===== config.mk =====
export PLATFORM = sky130hd
export DESIGN_NAME = stereo_matrix_top
export DESIGN_NICKNAME = d
export VERILOG_FILES = /design/src/rtl/stereo_matrix_top.sv
export SDC_FILE = /design/constraint.sdc
export NUM_CORES = 2
export LEC_CHECK = 0
export ABC_AREA = 1
export CORE_UTILIZATION = 50
export CTS_CLUSTER_DIAMETER = 30
export DETAILED_ROUTE_END_ITERATION = 6
export PLACE_DENSITY = 0.69
export SYNTH_ARGS = -nofsm -noshare
export SYNTH_HDL_FRONTEND = slang
export SYNTH_SLANG_ARGS = --single-unit

===== constraint.sdc =====
create_clock -name clock -period 3.1 [get_ports clock]
set_clock_uncertainty 0.2 [all_clocks]
set_input_delay 0.62 -clock clock [delete_from_list [all_inputs] [get_ports clock]]
set_output_delay 0.62 -clock clock [all_outputs]
set_load 0.005 [all_outputs]

===== src/rtl/stereo_matrix_top.sv =====
// Stereo de-matrix: left = LPR + LMR, right = LPR - LMR through a 2-stage stall-able pipeline.
// Optional build macro SATURATE_EN clamps overflowed results; otherwise they wrap.

module stereo_matrix_fifo #(
  parameter int WIDTH = 32,
  parameter int DEPTH = 16
) (
  input  logic             clock,
  input  logic             reset,
  input  logic [WIDTH-1:0] din,
  input  logic             wr_en,
  output logic             full,
  output logic [WIDTH-1:0] dout,
  input  logic             rd_en,
  output logic             empty
);
  localparam int AW = $clog2(DEPTH);

  logic [WIDTH-1:0] mem [DEPTH];
  logic [AW:0]      wr_ptr;
  logic [AW:0]      rd_ptr;
  logic             do_wr;
  logic             do_rd;

  // Extra pointer bit tells full apart from empty when the indices match.
  assign empty = (wr_ptr == rd_ptr);
  assign full  = (wr_ptr[AW] != rd_ptr[AW]) && (wr_ptr[AW-1:0] == rd_ptr[AW-1:0]);
  assign do_wr = wr_en & ~full;
  assign do_rd = rd_en & ~empty;
  assign dout  = mem[rd_ptr[AW-1:0]];

  always_ff @(posedge clock) begin
    if (reset) begin
      wr_ptr <= '0;
      rd_ptr <= '0;
    end else begin
      if (do_wr) wr_ptr <= wr_ptr + 1'b1;
      if (do_rd) rd_ptr <= rd_ptr + 1'b1;
    end
  end

  always_ff @(posedge clock) begin
    if (do_wr) mem[wr_ptr[AW-1:0]] <= din;
  end
endmodule

module stereo_matrix_top #(
  parameter int DATA_SIZE  = 32,
  parameter int FIFO_DEPTH = 16,
  parameter int CNT_WIDTH  = 16
) (
  input  logic                 clock,
  input  logic                 reset,
  input  logic [DATA_SIZE-1:0] lpr_in_din,
  input  logic                 lpr_in_wr_en,
  output logic                 lpr_in_full,
  input  logic [DATA_SIZE-1:0] lmr_in_din,
  input  logic                 lmr_in_wr_en,
  output logic                 lmr_in_full,
  input  logic                 mono_mode,
  output logic [DATA_SIZE-1:0] left_out_dout,
  output logic                 left_out_empty,
  input  logic                 left_out_rd_en,
  output logic [DATA_SIZE-1:0] right_out_dout,
  output logic                 right_out_empty,
  input  logic                 right_out_rd_en,
  output logic [CNT_WIDTH-1:0] overflow_count
);
  localparam logic [DATA_SIZE-1:0] SMAX = {1'b0, {(DATA_SIZE-1){1'b1}}};
  localparam logic [DATA_SIZE-1:0] SMIN = {1'b1, {(DATA_SIZE-1){1'b0}}};

  logic [DATA_SIZE-1:0] lpr_head, lmr_head;
  logic                 lpr_empty, lmr_empty;
  logic                 left_full, right_full;

  logic [DATA_SIZE-1:0] lpr_r, lmr_r;
  logic                 mono_r, v1;
  logic [DATA_SIZE-1:0] left_r, right_r;
  logic                 ovf_r, v2;

  logic                 out_go, s2_load, s1_load;
  logic [DATA_SIZE:0]   sum_ext, diff_ext;
  logic                 left_ovf, right_ovf;
  logic [DATA_SIZE-1:0] left_val, right_val;

  assign out_go  = v2 & ~left_full & ~right_full;
  assign s2_load = v1 & (~v2 | out_go);
  assign s1_load = ~lpr_empty & ~lmr_empty & (~v1 | s2_load);

  stereo_matrix_fifo #(.WIDTH(DATA_SIZE), .DEPTH(FIFO_DEPTH)) u_lpr_fifo (
    .clock(clock), .reset(reset), .din(lpr_in_din), .wr_en(lpr_in_wr_en), .full(lpr_in_full),
    .dout(lpr_head), .rd_en(s1_load), .empty(lpr_empty)
  );

  stereo_matrix_fifo #(.WIDTH(DATA_SIZE), .DEPTH(FIFO_DEPTH)) u_lmr_fifo (
    .clock(clock), .reset(reset), .din(lmr_in_din), .wr_en(lmr_in_wr_en), .full(lmr_in_full),
    .dout(lmr_head), .rd_en(s1_load), .empty(lmr_empty)
  );

  stereo_matrix_fifo #(.WIDTH(DATA_SIZE), .DEPTH(FIFO_DEPTH)) u_left_fifo (
    .clock(clock), .reset(reset), .din(left_r), .wr_en(out_go), .full(left_full),
    .dout(left_out_dout), .rd_en(left_out_rd_en), .empty(left_out_empty)
  );

  stereo_matrix_fifo #(.WIDTH(DATA_SIZE), .DEPTH(FIFO_DEPTH)) u_right_fifo (
    .clock(clock), .reset(reset), .din(right_r), .wr_en(out_go), .full(right_full),
    .dout(right_out_dout), .rd_en(right_out_rd_en), .empty(right_out_empty)
  );

  // One guard bit: overflow whenever the top two result bits disagree.
  always_comb begin
    sum_ext   = {lpr_r[DATA_SIZE-1], lpr_r} + {lmr_r[DATA_SIZE-1], lmr_r};
    diff_ext  = {lpr_r[DATA_SIZE-1], lpr_r} - {lmr_r[DATA_SIZE-1], lmr_r};
    left_ovf  = 1'b0;
    right_ovf = 1'b0;
    left_val  = sum_ext[DATA_SIZE-1:0];
    right_val = diff_ext[DATA_SIZE-1:0];
    if (mono_r) begin
      left_val  = lpr_r;
      right_val = lpr_r;
    end else begin
      left_ovf  = sum_ext[DATA_SIZE]  != sum_ext[DATA_SIZE-1];
      right_ovf = diff_ext[DATA_SIZE] != diff_ext[DATA_SIZE-1];
`ifdef SATURATE_EN
      if (left_ovf)  left_val  = sum_ext[DATA_SIZE]  ? SMIN : SMAX;
      if (right_ovf) right_val = diff_ext[DATA_SIZE] ? SMIN : SMAX;
`endif
    end
  end

  always_ff @(posedge clock) begin
    if (reset) begin
      v1     <= 1'b0;
      lpr_r  <= '0;
      lmr_r  <= '0;
      mono_r <= 1'b0;
    end else if (s1_load) begin
      v1     <= 1'b1;
      lpr_r  <= lpr_head;
      lmr_r  <= lmr_head;
      mono_r <= mono_mode;
    end else if (s2_load) begin
      v1     <= 1'b0;
    end
  end

  always_ff @(posedge clock) begin
    if (reset) begin
      v2      <= 1'b0;
      left_r  <= '0;
      right_r <= '0;
      ovf_r   <= 1'b0;
    end else if (s2_load) begin
      v2      <= 1'b1;
      left_r  <= left_val;
      right_r <= right_val;
      ovf_r   <= left_ovf | right_ovf;
    end else if (out_go) begin
      v2      <= 1'b0;
    end
  end

  always_ff @(posedge clock) begin
    if (reset) begin
      overflow_count <= '0;
    end else if (out_go && ovf_r && (overflow_count != {CNT_WIDTH{1'b1}})) begin
      overflow_count <= overflow_count + CNT_WIDTH'(1);
    end
  end
endmodule


# == Word level (Yosys, flattened, before mapping) ==
# Memories as Yosys holds them, arrays and structs flattened. A register that Yosys moved wholly into a read port is not among the register bits.
# Index checks and enable logic that the tools add are counted.
# word_totals
regBits,124
ram_bits,2048
out_inout_bits,84
word_cells,99
n_memories,4
# mem_list
memory,words,word_bits,read_ports,rd_clocked_by_memory_dff,write_ports,line,text
u_left_fifo.mem,16,32,1,1,1,19,logic [WIDTH-1:0] mem [DEPTH];
u_lmr_fifo.mem,16,32,1,1,1,19,
u_lpr_fifo.mem,16,32,1,1,1,19,
u_right_fifo.mem,16,32,1,1,1,19,
# classes
addsub,11
eq_ne,15
mux,20
bitwise_logic,26
n_reduce_logical,8
# ops
cell,count
$mux 32,2
$add 5x1->5 const B,8
$add 32x32->33,1
$sub 32x32->33,1
$eq 5x5->1,4
$add 16x1->16 const B,1
$eq 4x4->1,4
$mux 4,4
$ne 16x16->1 const B,1
$mux 1,14
$and 1x1->1,13
$not 1->1,10
$logic_and 1x1->1,6
$ne 1x1->1,6
$reduce_bool 2->1,2
$or 1x1->1,3

# == Logic depth before layout (Yosys ltp) ==
# depth
ltp_word,10
depth_mapped,18
mapped_depth_nobuf,17

# == Modules after synthesis ==
# From an unflattened synthesis, not the netlist that was laid out.
# hier_totals
hier_cells,8531
area_unflattened_um2,98309.3
# modules_own_cells
module,n_inst,cells_per_inst,area_each_um2,seq_area_each_um2
stereo_matrix_fifo (u_lmr_fifo ...),3,1746,22082.4,15655.0
stereo_matrix_fifo (u_left_fifo),1,1741,22081.2,15655.0
stereo_matrix_top,1,1552,9980.8,2942.8

# == Worst setup path after synthesis ==
# Ideal clock, no wire load.
# synth_path
path_type,register to register
start,reg u_right_fifo.rd_ptr[0]
end,mem u_left_fifo.mem[0][0] (enable)
setup_ps,421
arrival_time_ps,2548
t_required_ps,2479
path_slack_ps,-69
stages_incl_launch_ff,9
path_buffers,1
period_less_slack_ps,3169
path_cell_list,dfxtp_1 > xor2_1 > nor2_1 > nand3_2 > nand3_4 > buf_2 > inv_1 > nand2_1 > nor2_1
# synth_between
elab_chain_cells,7
# synth_rtl
item,line,text
start: declaration,21,logic [AW:0] rd_ptr;
start signal: assignment,38,if (do_rd) rd_ptr <= rd_ptr + 1'b1;
$eq 4x4->1,27,assign full = (wr_ptr[AW] != rd_ptr[AW]) && (wr_ptr[AW-1:0] == rd_ptr[AW-1:0]);
$logic_and 1x1->1,27,
$not 1->1,86,assign out_go = v2 & ~left_full & ~right_full;
$and 1x1->1,86,
$and 1x1->1,28,assign do_wr = wr_en & ~full;
$mux 1,43,if (do_wr) mem[wr_ptr[AW-1:0]] <= din;
$mux 1 (implied by the code),43,
end: declaration,19,
# Every way passes these cells.

==> results.md <==
• **status** complete, but fails checks
• **violated checks** setup timing
• **Vias** 64400
• **largest buffer count on any clock path** 4
• **area of all placed cells without fillers** 118000 µm²
• **core region area** 183000 µm²
• **upper clock frequency limit** 282 MHz
• **most used cells in the layout excluding fill and tap cells** edfxtp_1, nor2_1, o21ai_0
• **relative contribution of the clock network to total power** 0.372
• **Clk Latency, worst-skew pair** 0.98 ns
• **Nets** 8233
• **# port buffers** 154
• **floorplan die area** 187000 µm²
• **area after detailed placement** 99500 µm²
• **CP Launch Type** flip-flop
• **reported max-cap violation count** 0
• **Switching Fraction** 0.330
• **hold violation total from the final report** 0
• **remaining number of nets flagged by the antenna check after routing** 0
• **First-pass DRT Iterations** 6
• **cell leakage power** 41.8 nW
• **R2R Path End** u_left_fifo.mem[4][17]
• **antenna violations before repair** 15
• **maximum ir drop on the vdd rail** 0.753 mV
• **final total negative setup slack** -19.89 ns
• **mean post-synth cell area** 12.4 µm²
• **P&R area growth vs syn** 27.6%
• **share of cells above drive strength 1** 0.184
• **destination of the critical timing path** right_out_dout[28]
• **number of enable-type register cells in the synthesized netlist** 2048
• **power density of the placed cells** 1040 nW/µm²
• **maximum number of pins on one net before global-route repair** 155
• **Worst Slack Setup Final** -0.445 ns
• **IO Count** 155
• **Max-slew headroom** 0.296
• **arrival time at the worst endpoint** 2.72 ns
• **internal cell power** 82.2 mW
• **standard cell with the maximum stage delay on the critical path** dfxtp_4
• **share of power burned in registers** 0.318
• **floorplan die width** 432 µm
• **Worst Path Max Fanout** 7
• **count of final max-slew check failures** 0
• **Hold/Removal Path Class** input pin to flip-flop
• **combinational cell fraction of total power** 0.310
• **Crit path largest cell delay** 0.42 ns
• **total detailed-routing wirelength** 270000 µm
• **via count of the first global-routing pass** 63800
• **critical path data required time** 2.28 ns
• **Largest delay share family, worst path** buffers and inverters
• **#FFs+latches synth** 2243
• **r2r setup slk** 0.18 ns
• **chip height** 432 µm
• **Async SR Flop Fraction** 0
• **Post-CTS Hold Buffers** 0
• **synthesized netlist cell count** 7444
• **number of remaining DRC errors** 0
• **wire length of the first global-routing pass** 396000 µm
• **clock tree from TritonCTS** built
• **r2r startpoint** u_right_fifo.rd_ptr[1]
• **number of H-tree levels** 5
• **total routing resource utilization after global routing** 0.283
• **logic depth of the worst setup path including buffers** 9
• **RSZ-0062 raised after global routing** yes
• **crit path buf inv count** 5
• **most common cell after layout, fill and taps aside** edfxtp_1
• **TritonCTS buffer count** 423
• **crit share post-route** 1.14
• **half-perimeter wire length after placement** 146000 µm
• **R2R depth** 10
• **count of yosys warnings during synthesis** 0
• **GR Overflow Total** 0
• **clk sink count** 2243
• **Worst setup EP type** primary output
• **fill cell count** 12600
• **row cnt** 157
• **drt first-iter violations** 7149
• **cell area after synthesis** 92400 µm²
• **# setup viols final** 64
• **average via count per standard cell** 5.92
• **Net Count, Synth** 7602
• **average wire per standard cell** 24.8 µm
• **CTS clock-pin slew for the worst setup and hold paths** 0.05 ns
• **post-synth cell types** 51
• **worst path cell trace** buf_6 > buf_12 > buf_16 > buf_12 > mux2i_2 > o21ai_1 > o211ai_1 > nand2_1 > buf_2
• **Setup CP Type** flip-flop to primary output
• **net load switching power** 40.5 mW
• **Final GP Congestion** 0.957
• **proportion of synthesized chip area in sequential cells** 0.708
• **Top FF cell, synth** edfxtp_1
• **final critical delay including setup and external delays** 3.54 ns
• **cell repeated most along the worst path** buf_12
• **worst-case hold slack** 0.142 ns
• **clock tree root buffer cell** clkbuf_16
• **Initial Util** 0.504
• **pin slew with the least headroom to its limit** 1.05 ns
-- metal layers --
layer,GRT usage,share of wire
met1,0.368,0.39
met2,0.466,0.48
met3,0.0528,0.086
met4,0.116,0.040
met5,0,0.00044
-- how the worst min path moves through the flow --
stage | from | to | slack [ns] | cells after the start
floorplan | u_lmr_fifo.wr_ptr[4] | u_lmr_fifo.wr_ptr[4] | 0.24 | 1
global placement | u_lmr_fifo.wr_ptr[4] | u_lmr_fifo.wr_ptr[4] | 0.25 | 1
detailed placement | u_lmr_fifo.wr_ptr[4] | u_lmr_fifo.wr_ptr[4] | 0.26 | 1
CTS | reset | overflow_count[7] | 0.07 | 3
global route | reset | overflow_count[8] | 0.11 | 3
finish | reset | overflow_count[7] | 0.14 | 3
-- registers in the layout, summed over array words and instances, names as in the netlist, 16 cells and up, named ones only --
name and flops:
left_r 32, u_left_fifo.mem 512, lpr_r 32, lmr_r 32, u_lpr_fifo.mem 512, overflow_count 16, u_lmr_fifo.mem 512, u_right_fifo.mem 512
right_r 31
-- cells by family (layout without fill, tap and decap cells) --
logic type / count (synthesis) / count (layout) / share of synthesized area
other: 0 / 3 / 0
flip-flops: 2243 / 2243 / 0.708
AND/OR/NAND/NOR: 1820 / 1820 / 0.0790
XOR/XNOR: 52 / 52 / 0.00493
multiplexers: 258 / 258 / 0.0279
AO/OA/AOI/OAI: 2020 / 2020 / 0.127
buffers and inverters: 964 / 1931 / 0.0420
adder cells (fa/ha/maj): 87 / 87 / 0.0119
-- repair_timing --
| action | 4_1_cts | 5_1_grt |
|---|---|---|
| setup endpoints to repair | 68 | 110 |
| resized for setup | 701 | 241 |
| cloned | 50 | 16 |
| pin swaps | 173 | 163 |
| buffers inserted | 101 | 60 |
-- cell type report --
cell class	instances	area (µm²)	area share
Inverter	503	1920	0.0163
Sequential cell	2243	65500	0.555
Clock inverter	281	3290	0.0279
Multi-Input combinational cell	4237	24400	0.207
Tap cell	2464	3080	0.0261
Timing Repair Buffer	667	8790	0.0745
Antenna cell	3	7.51	0.0000636
Clock buffer	480	11000	0.0931
-- stage by stage --
step           cells  setup WS (ns)  utilization  total power, mW
3_5_place_dp    9907          0.162        0.543             70.2
5_1_grt        10900         -0.543        0.644              127
2_1_floorplan   7444        -0.0691            -             57.5
4_1_cts        10800         -0.456        0.637              121
3_3_place_gp    9907          0.145        0.543             69.7
6_report       10900         -0.445        0.644              123
-- synth_stat cells, types with 4 or more instances --
cell type | count | area, µm²
nand2_1 | 515 | 1930
inv_2 | 7 | 26.3
o32ai_1 | 126 | 1100
o21ai_1 | 67 | 335
a21o_1 | 4 | 30.0
or2_2 | 4 | 25.0
o22ai_1 | 121 | 757
o221ai_1 | 10 | 87.6
dfxtp_1 | 195 | 3900
o21bai_1 | 23 | 173
o21ai_0 | 894 | 4470
nand4_1 | 13 | 81.3
nor2_1 | 1009 | 3790
o211ai_1 | 256 | 1920
a21oi_1 | 448 | 2240
ha_1 | 85 | 1060
inv_1 | 495 | 1860
a22o_1 | 31 | 272
clkbuf_1 | 274 | 1030
edfxtp_1 | 2048 | 61500
xor2_1 | 38 | 333
nor3_1 | 60 | 300
a211oi_1 | 30 | 225
nand3_1 | 187 | 936
mux2i_1 | 258 | 2580
nand2_2 | 4 | 25.0
buf_6 | 4 | 45.0
buf_1 | 20 | 75.1
or2_1 | 6 | 37.5
buf_2 | 149 | 746
buf_4 | 13 | 97.6
xnor2_1 | 14 | 123
-- worst register-to-register path, stage by stage (launching register included) --
cell	delay, ns
dfxtp_1	0.40
xor2_1	0.22
nor2_2	0.07
buf_4	0.14
nand3_2	0.09
nand3_4	0.12
buf_4	0.18
inv_1	0.14
nand2_1	0.27
nor2_4	0.46
buf_4	0.29
-- power groups by stage --
stage               sequential (mW)  clock (mW)  combinational [mW]
floorplan                      38.0           0                19.5
global placement               39.4           0                30.3
detailed placement             39.6           0                30.7
CTS                            38.9        45.9                35.7
global route                   39.1        47.5                40.8
finish                         39.0        45.7                38.1
Note: power is estimated with default switching activity, not from simulation.
